[config.mk]
export PLATFORM = sky130hd
export DESIGN_NAME = rect_pulse_seq
export DESIGN_NICKNAME = d
export VERILOG_FILES = /design/src/rtl/rect_pulse_seq.sv
export SDC_FILE = /design/constraint.sdc
export NUM_CORES = 1
export LEC_CHECK = 0
export BUFFER_PORTS_ARGS = -buffer_cell sky130_fd_sc_hd__buf_2
export CAP_MARGIN = 0
export CORE_ASPECT_RATIO = 0.8
export CORE_MARGIN = 5
export CORE_UTILIZATION = 40
export DETAILED_ROUTE_END_ITERATION = 8
export SLEW_MARGIN = 15
export SYNTH_ARGS = -nofsm -noshare
export SYNTH_HDL_FRONTEND = slang
export SYNTH_SLANG_ARGS = --single-unit
[constraint.sdc]
create_clock -name clk -period 8 [get_ports clk]
set_input_delay 0.8 -clock clk [delete_from_list [all_inputs] [get_ports clk]]
set_output_delay 0.8 -clock clk [all_outputs]
set_load 0.01 [all_outputs]
[src/rtl/rect_pulse_seq.sv]
// Rectangular pulse-burst sequencer: DELAY once, then RISE/HIGH/FALL/LOW periods
// with slope-limited ramps, driving a registered amplitude code to a DAC.
module rect_pulse_seq #(
  parameter int W  = 8,
  parameter int CW = 16
) (
  input  logic          clk,
  input  logic          rst_n,
  input  logic          start,
  input  logic          stop,
  input  logic [W-1:0]  iv,
  input  logic [W-1:0]  pv,
  input  logic [W-1:0]  rstep,
  input  logic [W-1:0]  fstep,
  input  logic [CW-1:0] td,
  input  logic [CW-1:0] th,
  input  logic [CW-1:0] tl,
  input  logic [CW-1:0] cycles,
  output logic [W-1:0]  level,
  output logic [2:0]    phase,
  output logic          busy,
  output logic          done
);

  typedef enum logic [2:0] {
    IDLE  = 3'd0,
    DELAY = 3'd1,
    RISE  = 3'd2,
    HIGH  = 3'd3,
    FALL  = 3'd4,
    LOW   = 3'd5
  } phase_e;

  typedef struct packed {
    phase_e        ph;
    logic [CW-1:0] cnt;
  } step_t;

  typedef struct packed {
    logic [W-1:0]  iv;
    logic [W-1:0]  pv;
    logic [W-1:0]  rstep;
    logic [W-1:0]  fstep;
    logic [CW-1:0] th;
    logic [CW-1:0] tl;
    logic          inf;
  } cfg_t;

  localparam logic [CW-1:0] CNT_ONE = CW'(1);

  // First state of a period. A flat pulse has no ramps; if HIGH and LOW are
  // both empty as well, one LOW cycle keeps the period from vanishing.
  function automatic step_t period_entry(input logic flat,
                                         input logic [CW-1:0] hold_h,
                                         input logic [CW-1:0] hold_l);
    step_t s;
    if (!flat) begin
      s.ph  = RISE;
      s.cnt = '0;
    end else if (hold_h != '0) begin
      s.ph  = HIGH;
      s.cnt = hold_h - CNT_ONE;
    end else begin
      s.ph  = LOW;
      s.cnt = (hold_l == '0) ? '0 : hold_l - CNT_ONE;
    end
    return s;
  endfunction

  phase_e        phase_q, phase_d;
  logic [W-1:0]  level_q, level_d;
  logic [CW-1:0] cnt_q,   cnt_d;
  logic [CW-1:0] per_q,   per_d;
  cfg_t          cfg_q,   cfg_d;
  logic          done_q,  done_d;
  logic          busy_q,  busy_d;

  logic          flat_in, flat_q;
  logic [W-1:0]  pv_eff;
  logic [W:0]    rise_sum, fall_floor;
  logic [W-1:0]  rise_val, fall_val;
  logic          after_high, period_end;
  step_t         nxt;

  assign flat_in = (pv <= iv);
  assign pv_eff  = flat_in ? iv : pv;
  assign flat_q  = (cfg_q.pv == cfg_q.iv);

  // Ramp arithmetic carries one extra bit so saturation is decided before any wrap.
  assign rise_sum   = {1'b0, level_q} + {1'b0, cfg_q.rstep};
  assign fall_floor = {1'b0, cfg_q.iv} + {1'b0, cfg_q.fstep};
  assign rise_val   = (cfg_q.rstep == '0 || rise_sum >= {1'b0, cfg_q.pv})
                      ? cfg_q.pv : rise_sum[W-1:0];
  assign fall_val   = (cfg_q.fstep == '0 || {1'b0, level_q} < fall_floor)
                      ? cfg_q.iv : level_q - cfg_q.fstep;

  // NOTE: every variable assigned here gets a default first, so no latch is inferred.
  always_comb begin
    phase_d    = phase_q;
    level_d    = level_q;
    cnt_d      = cnt_q;
    per_d      = per_q;
    cfg_d      = cfg_q;
    done_d     = 1'b0;
    after_high = 1'b0;
    period_end = 1'b0;
    nxt        = period_entry(flat_q, cfg_q.th, cfg_q.tl);

    case (phase_q)
      IDLE: begin
        level_d = cfg_q.iv;
        if (start && !stop) begin
          cfg_d   = '{iv: iv, pv: pv_eff, rstep: rstep, fstep: fstep,
                      th: th, tl: tl, inf: (cycles == '0)};
          level_d = iv;
          per_d   = cycles;
          if (td != '0) begin
            phase_d = DELAY;
            cnt_d   = td - CNT_ONE;
          end else begin
            nxt     = period_entry(flat_in, th, tl);
            phase_d = nxt.ph;
            cnt_d   = nxt.cnt;
          end
        end
      end
      DELAY: begin
        if (cnt_q == '0) begin
          phase_d = nxt.ph;
          cnt_d   = nxt.cnt;
        end else begin
          cnt_d = cnt_q - CNT_ONE;
        end
      end
      RISE: begin
        level_d = rise_val;
        if (rise_val == cfg_q.pv) begin
          if (cfg_q.th != '0) begin
            phase_d = HIGH;
            cnt_d   = cfg_q.th - CNT_ONE;
          end else begin
            after_high = 1'b1;
          end
        end
      end
      HIGH: begin
        if (cnt_q == '0) after_high = 1'b1;
        else             cnt_d      = cnt_q - CNT_ONE;
      end
      FALL: begin
        level_d = fall_val;
        if (fall_val == cfg_q.iv) begin
          if (cfg_q.tl != '0) begin
            phase_d = LOW;
            cnt_d   = cfg_q.tl - CNT_ONE;
          end else begin
            period_end = 1'b1;
          end
        end
      end
      LOW: begin
        if (cnt_q == '0) period_end = 1'b1;
        else             cnt_d      = cnt_q - CNT_ONE;
      end
      default: phase_d = IDLE;
    endcase

    if (after_high) begin
      if (!flat_q) begin
        phase_d = FALL;
      end else if (cfg_q.tl != '0) begin
        phase_d = LOW;
        cnt_d   = cfg_q.tl - CNT_ONE;
      end else begin
        period_end = 1'b1;
      end
    end

    if (period_end) begin
      if (cfg_q.inf || per_q != CNT_ONE) begin
        if (!cfg_q.inf) per_d = per_q - CNT_ONE;
        phase_d = nxt.ph;
        cnt_d   = nxt.cnt;
      end else begin
        phase_d = IDLE;
        level_d = cfg_q.iv;
        per_d   = '0;
        done_d  = 1'b1;
      end
    end

    if (stop && phase_q != IDLE) begin
      phase_d = IDLE;
      level_d = cfg_q.iv;
      cnt_d   = '0;
      per_d   = '0;
      done_d  = 1'b1;
    end

    busy_d = (phase_d != IDLE);
  end

  // NOTE: sequential state uses non-blocking assignments so all flops update together.
  always_ff @(posedge clk) begin
    if (!rst_n) begin
      phase_q <= IDLE;
      level_q <= '0;
      cnt_q   <= '0;
      per_q   <= '0;
      cfg_q   <= '0;
      done_q  <= 1'b0;
      busy_q  <= 1'b0;
    end else begin
      phase_q <= phase_d;
      level_q <= level_d;
      cnt_q   <= cnt_d;
      per_q   <= per_d;
      cfg_q   <= cfg_d;
      done_q  <= done_d;
      busy_q  <= busy_d;
    end
  end

  assign level = level_q;
  assign phase = phase_q;
  assign busy  = busy_q;
  assign done  = done_q;

endmodule

Word-level counts from Yosys, hierarchy flattened --
Index checks and enable logic that the tools add are counted.
Storage, ports and cells: flip-flop bits (word level) 110, bits in latches 0, bits in writable memories 0, ROM bits 0, bits of input ports 100, output and inout port bits 13, word-level logic and storage cells 121, memories 0
Cells by class: add/subtract/negate cells 10, multipliers 0, divide/modulo/power cells 0, order comparisons 3, equality and inequality tests 9, shift-type cells 0, multiplexer cells 63, bitwise logic cells 1, reductions and logical operators 22
Operators by type and width (number):
- 16-bit 2-to-1 mux | 20
- 19-bit 2-to-1 mux | 7
- 16-bit by 1-bit subtractor with 16-bit output (second input constant) | 7
- 16-bit case mux with 5 select lines | 1
- 16-bit logical NOT | 4
- 16-bit nonzero test | 4
- 8-bit 2-to-1 mux | 7
- 3-bit 2-to-1 mux | 13
- 8-bit == test | 3
- 8-bit case mux with 3 select lines | 1
- 8-bit by 8-bit adder with 9-bit output | 2
- 8-bit logical NOT | 2
- 16-bit by 1-bit inequality test with 1-bit output (second input constant) | 1
- 3-bit case mux with 5 select lines | 1
- 1-bit 2-to-1 mux | 11
- 9-bit by 8-bit greater-or-equal comparator with 1-bit output | 1
- 8-bit by 9-bit less-than comparator with 1-bit output | 1
- 8-bit less-or-equal comparator | 1
- 8-bit subtractor | 1
- 3-bit by 2-bit == test with 1-bit output (second input constant) | 2
- 3-bit == test (second input constant) | 2
- 3-bit nonzero test | 2
- 1-bit case mux with 2 select lines | 2
- 2-bit OR reduction | 2
- other kinds (7) | 10

Logic depth before layout (Yosys ltp) --
word-level depth 13, depth in mapped cells 21, mapped depth without buffers 20

Worst setup path after synthesis --
OpenSTA, ideal clock, no wires.
path kind register -> register, from reg level_q[1] (netlist: level[1]), to reg busy_q (netlist: busy), setup time 0.127 ns, data arrival time 4.188 ns, required time 7.873 ns, slack 3.685 ns, cell stages (with the launch flop) 20, path buffers 0, clock period less this slack 4.315 ns, path through dfxtp_1 > inv_1 > fa_1 > nand2b_1 > a21oi_1 > o21a_1 > nor2_1 > xnor2_1 > ha_1 > a211oi_1 > o21ai_0 > o221ai_1 > o2111ai_1 > and2_1 > o21ai_1 > a31o_2 > a21boi_1 > nor2_1 > a21o_1 > or3_1
Between the ends: word-level cells in the longest chain between the ends 13, elaborated cells on any way between the ends 26, those cells by class 2 x add/sub; 2 x order compare; 2 x eq/ne; 17 x mux; 3 x reduce/logical
Ends and longest elaborated chain:
- start: declaration | RTL line 71 | logic [W-1:0] level_q, level_d;
- start signal: assignment | RTL line 215 | level_q <= level_d;
- 8-bit by 8-bit adder with 9-bit output | RTL line 90 | assign rise_sum = {1'b0, level_q} + {1'b0, cfg_q.rstep};
- 9-bit by 8-bit greater-or-equal comparator with 1-bit output | RTL line 92 | assign rise_val = (cfg_q.rstep == '0 || rise_sum >= {1'b0, cfg_q.pv})
- 1-bit logical OR | RTL line 92
- 8-bit 2-to-1 mux | RTL line 93 | ? cfg_q.pv : rise_sum[W-1:0];
- 8-bit == test | RTL line 137 | if (rise_val == cfg_q.pv) begin
- 3-bit 2-to-1 mux | RTL line 137
- 3-bit case mux with 5 select lines | RTL line 109 | case (phase_q)
- 3-bit 2-to-1 mux | RTL line 171 | end else if (cfg_q.tl != '0) begin
- 3-bit 2-to-1 mux | RTL line 169 | if (!flat_q) begin
- 3-bit 2-to-1 mux | RTL line 168 | if (after_high) begin
- 3-bit 2-to-1 mux * | RTL line 179 | if (period_end) begin
- 3-bit 2-to-1 mux * | RTL line 192 | if (stop && phase_q != IDLE) begin
- 3-bit nonzero test * | RTL line 200 | busy_d = (phase_d != IDLE);
- end signal: assignment | RTL line 220 | busy_q <= busy_d;
- end: declaration | RTL line 76 | logic busy_q, busy_d;
Mark *: on every way between the ends. The rest lies on a longest branch, timed or not. A chain may end at the register's enable or synchronous reset.

Worst setup path in the final report --
from reg cfg_q[58] (netlist name), to reg cnt_q[0]
Between the ends: word-level cells in the longest chain between the ends 12, elaborated cells on any way between the ends 23, those cells by class 1 x add/sub; 1 x order compare; 2 x eq/ne; 18 x mux; 1 x reduce/logical
Ends and longest elaborated chain:
- start: declaration | RTL line 74 | cfg_t cfg_q, cfg_d;
- start signal: assignment | RTL line 218 | cfg_q <= cfg_d;
- 8-bit by 8-bit adder with 9-bit output | RTL line 91 | assign fall_floor = {1'b0, cfg_q.iv} + {1'b0, cfg_q.fstep};
- 8-bit by 9-bit less-than comparator with 1-bit output | RTL line 94 | assign fall_val = (cfg_q.fstep == '0 || {1'b0, level_q} < fall_floor)
- 1-bit logical OR | RTL line 94
- 8-bit 2-to-1 mux | RTL line 95 | ? cfg_q.iv : level_q - cfg_q.fstep;
- 8-bit == test | RTL line 152 | if (fall_val == cfg_q.iv) begin
- 16-bit 2-to-1 mux | RTL line 152
- 16-bit case mux with 5 select lines | RTL line 109
- 16-bit 2-to-1 mux | RTL line 171
- 16-bit 2-to-1 mux | RTL line 169
- 16-bit 2-to-1 mux | RTL line 168
- 16-bit 2-to-1 mux | RTL line 180 | if (cfg_q.inf || per_q != CNT_ONE) begin
- 16-bit 2-to-1 mux * | RTL line 179
- end signal: assignment | RTL line 216 | cnt_q <= cnt_d;
- end: declaration | RTL line 72 | logic [CW-1:0] cnt_q, cnt_d;
Marks and branches as above.

==> out/qor.csv <==
stage,metric,value,unit
outcome,status,finished clean,
layout,instances_no_fill,2042,
yosys,syn_avg_cell_area,7.08,um^2
worst_setup_path,path_delay_family,compound AO/OA/AOI/OAI gates,
sta,tightestPinTransition,0.920,ns
floorplan,core_area,28300,um^2
power,power,4.02,mW
worst_setup_path,critPathCaptureType,register,
worst_setup_path,worst_path_largest_cell_delay,0.58,ns
yosys,synth_top_area_cell,dfxtp_1,
yosys,netlist_top_cells_area,"dfxtp_1 19%, nand2_1 8.9%, ha_1 6.4%",
power,ir_drop,129,uV
routing,vias,12900,
layout,drive_above_1_share,11.5,%
sta,rsz0062_at_grt,no,
layout,multi_input_area,8690,um^2
yosys,syn_inst,1621,
yosys,synth_common_cells,"273 x nand2_1, 138 x nor2_1, 110 x dfxtp_1, 95 x a21oi_1, 80 x clkbuf_1",
sta,fin_hold_ws,0.483,ns
yosys,yosysTopAreaCellShare,19.2,%
placement,placed_cells,2026,
worst_setup_path,cp_data_required_time,8.25,ns
global_route,grt_antenna_before_repair,0,
yosys,syn-num-nets,1783,
clock_tree,worstSkewPairLatency,0.38,ns
yosys,yosysWarnings,0,
clock_tree,cts-resized-gates,0,
global_route,grt_max_degree,56,
clock_tree,clockBufferDepth,2,
yosys,yosysMostFrequentCell,nand2_1,
routing,antenna_left,0,
worst_setup_path,critical_path_class,register to register,
power,power_density,319,nW/um^2
worst_setup_path,slowest_stage,dfxtp_1,
flow_run,drv_cap,0,
yosys,ys_ff_latch,110,
floorplan,initial_utilization,40.6,%
power,p_leak,5.08,nW
global_route,grt_pass1_wl,73500,um
worst_setup_path,crit_path_frequent_cell,a21oi_1,
yosys,synthesis.area,11500,um^2
floorplan,ios,113,
floorplan,die_y,162,um
layout,antenna_cells,0,
sta,hold_viol,0,
layout,utilization,44.6,%
placement,hpwl,36500,um
clock_tree,postCtsSetupBuffers,0,
global_route,gr-total-overflow,0,
global_route,grt_pass1_vias,12000,
routing,dr.pass1.iters,6,
clock_tree,ctsRootBufferMaster,clkbuf_16,
worst_setup_path,crit_chain,"ha_1, a21o_1, a21oi_1, o21bai_1, a21oi_1, o21bai_1, a21oi_1, xor2_1, ha_1, a211oi_1, nand2b_1, a21oi_1, o21ai_0, nand2_1, nand2_1, a31o_2, a21oi_2, a21oi_1, o211ai_1, a21oi_1",
worst_setup_path,cp.arrival,5.35,ns
worst_setup_path,path_max_fanout,18,
layout,syn_to_final_growth,9.88,%
yosys,async_reset_ff_share,0,%
placement,numPortBuffers,112,
yosys,synth_ff_type,dfxtp_1,
sta,fin_skew,0.0101,ns
routing,via_per_inst,6.33,
sta,period_needed,5.09,ns
clock_tree,cts_tree,done,
yosys,synthDistinctLibCells,94,
clock_tree,cts_buffers,9,
sta,max_freq,0.196,GHz
placement,gp_congestion,1.07,
hold_path,hp-class,register to register,
worst_setup_path,path_buf_inv,0,
sta,relSlewSlack,38.5,%
worst_setup_path,start_kind,register,
layout,nets,1829,
sta,maxSlewViolCount,0,
sta,period_share,63.7,%
layout,fill_cells,2961,
yosys,yosysSeqAreaShare,19.2,%
clock_tree,clkSinkCount,110,
sta,setup_viol,0,
routing,wl,48300,um
sta,setup_tns,0,ns
clock_tree,path_clk_slew,0.09,ns
layout,seq_area,2200,um^2
routing,wl_per_cell,23.7,um
floorplan,fp.dieW,199,um
floorplan,core.rowCount,55,
global_route,grt_use_total,29.2,%
yosys,synth-edff-count,0,
clock_tree,cts.hold.buffers_added,0,
routing,drc,0,
routing,drt-initial-drc-count,1635,
floorplan,die-area,32200,um^2
clock_tree,htreeDepth,3,
-- flip-flops by register name, summed over array words and instances, names as in the netlist --
name and flops:
busy 1, cfg_q 65, cnt_q 16, done 1, level 8, per_q 16
phase 3
-- power breakdown --
group | switching [mW] | internal (mW)
combinational | 1.67 | 0.946
sequential | 0.219 | 0.648
clock | 0.258 | 0.281
-- layer usage --
layer	vias to the layer above	routed length (um)	part of all wire, %	GRT usage, %
met4	0	1410	2.9	7.81
met2	723	19200	40	40.6
met1	6106	22200	46	43.7
met3	117	5420	11	8.26
li1	5990	-	-	-
met5	-	0	0	0
-- kinds of logic (layout without fill, tap and decap cells) --
family	after synthesis	after routing	synth area share, %
AO/OA/AOI/OAI	456	456	27.5
XOR/XNOR	106	106	8.58
adder cells (fa/ha/maj)	62	62	6.95
buffers and inverters	156	207	5.24
flip-flops	110	110	19.2
multiplexers	39	39	3.55
AND/OR/NAND/NOR	692	692	29.0
-- area by class of cell --
cell class / instances / area share [%]
multi-input cells: 1355 / 68.9
flip-flops and latches: 110 / 17.5
repair buffers: 132 / 5.63
well taps: 370 / 3.67
clock buffers: 9 / 1.79
inverters: 59 / 1.76
clock inverters: 7 / 0.833
-- worst min-delay path, cell delays in order (launching register included) --
cell,delay [ns]
dfxtp_1,0.31
nand2_1,0.05
o22ai_1,0.07
-- final timing paths --
check | from | to | slack [ns] | cells after the start
worst max-delay path | cfg_q[58] | cnt_q[0] | 2.91 | 20
worst min-delay path | per_q[7] | per_q[7] | 0.48 | 2
worst max register to register | cfg_q[58] | cnt_q[0] | 2.91 | 20
worst min register to register | per_q[7] | per_q[7] | 0.48 | 2
-- layout by cell type (no fill, tap or decap), types with 12 or more instances in the layout --
cell type  count
nand2_1      272
xor2_1        42
o21ai_1       22
a211oi_1      23
nor4_1        41
o21ai_0       53
or3_1         18
mux2i_1       28
nor2_1       137
ha_1          59
a21o_1        23
or4_1         12
o211ai_1      28
a21boi_0      50
buf_4         20
dfxtp_1      110
o22ai_1       18
buf_2        112
nor3_1        51
xnor2_1       60
nand3_1       50
inv_1         59
a31oi_1       17
a21oi_1       95
nand4_1       12
nand2b_1      17
-- through the flow --
| step | setup WS (ns) | cell area (um^2) |
|---|---|---|
| after floorplan | 3.69 | 11500 |
| after global placement | 3.14 | 12300 |
| after detailed placement | 3.08 | 12300 |
| after CTS | 3.06 | 12600 |
| after global routing | 2.57 | 12600 |
| final | 2.91 | 12600 |
Power figures use the tool's default switching activity.
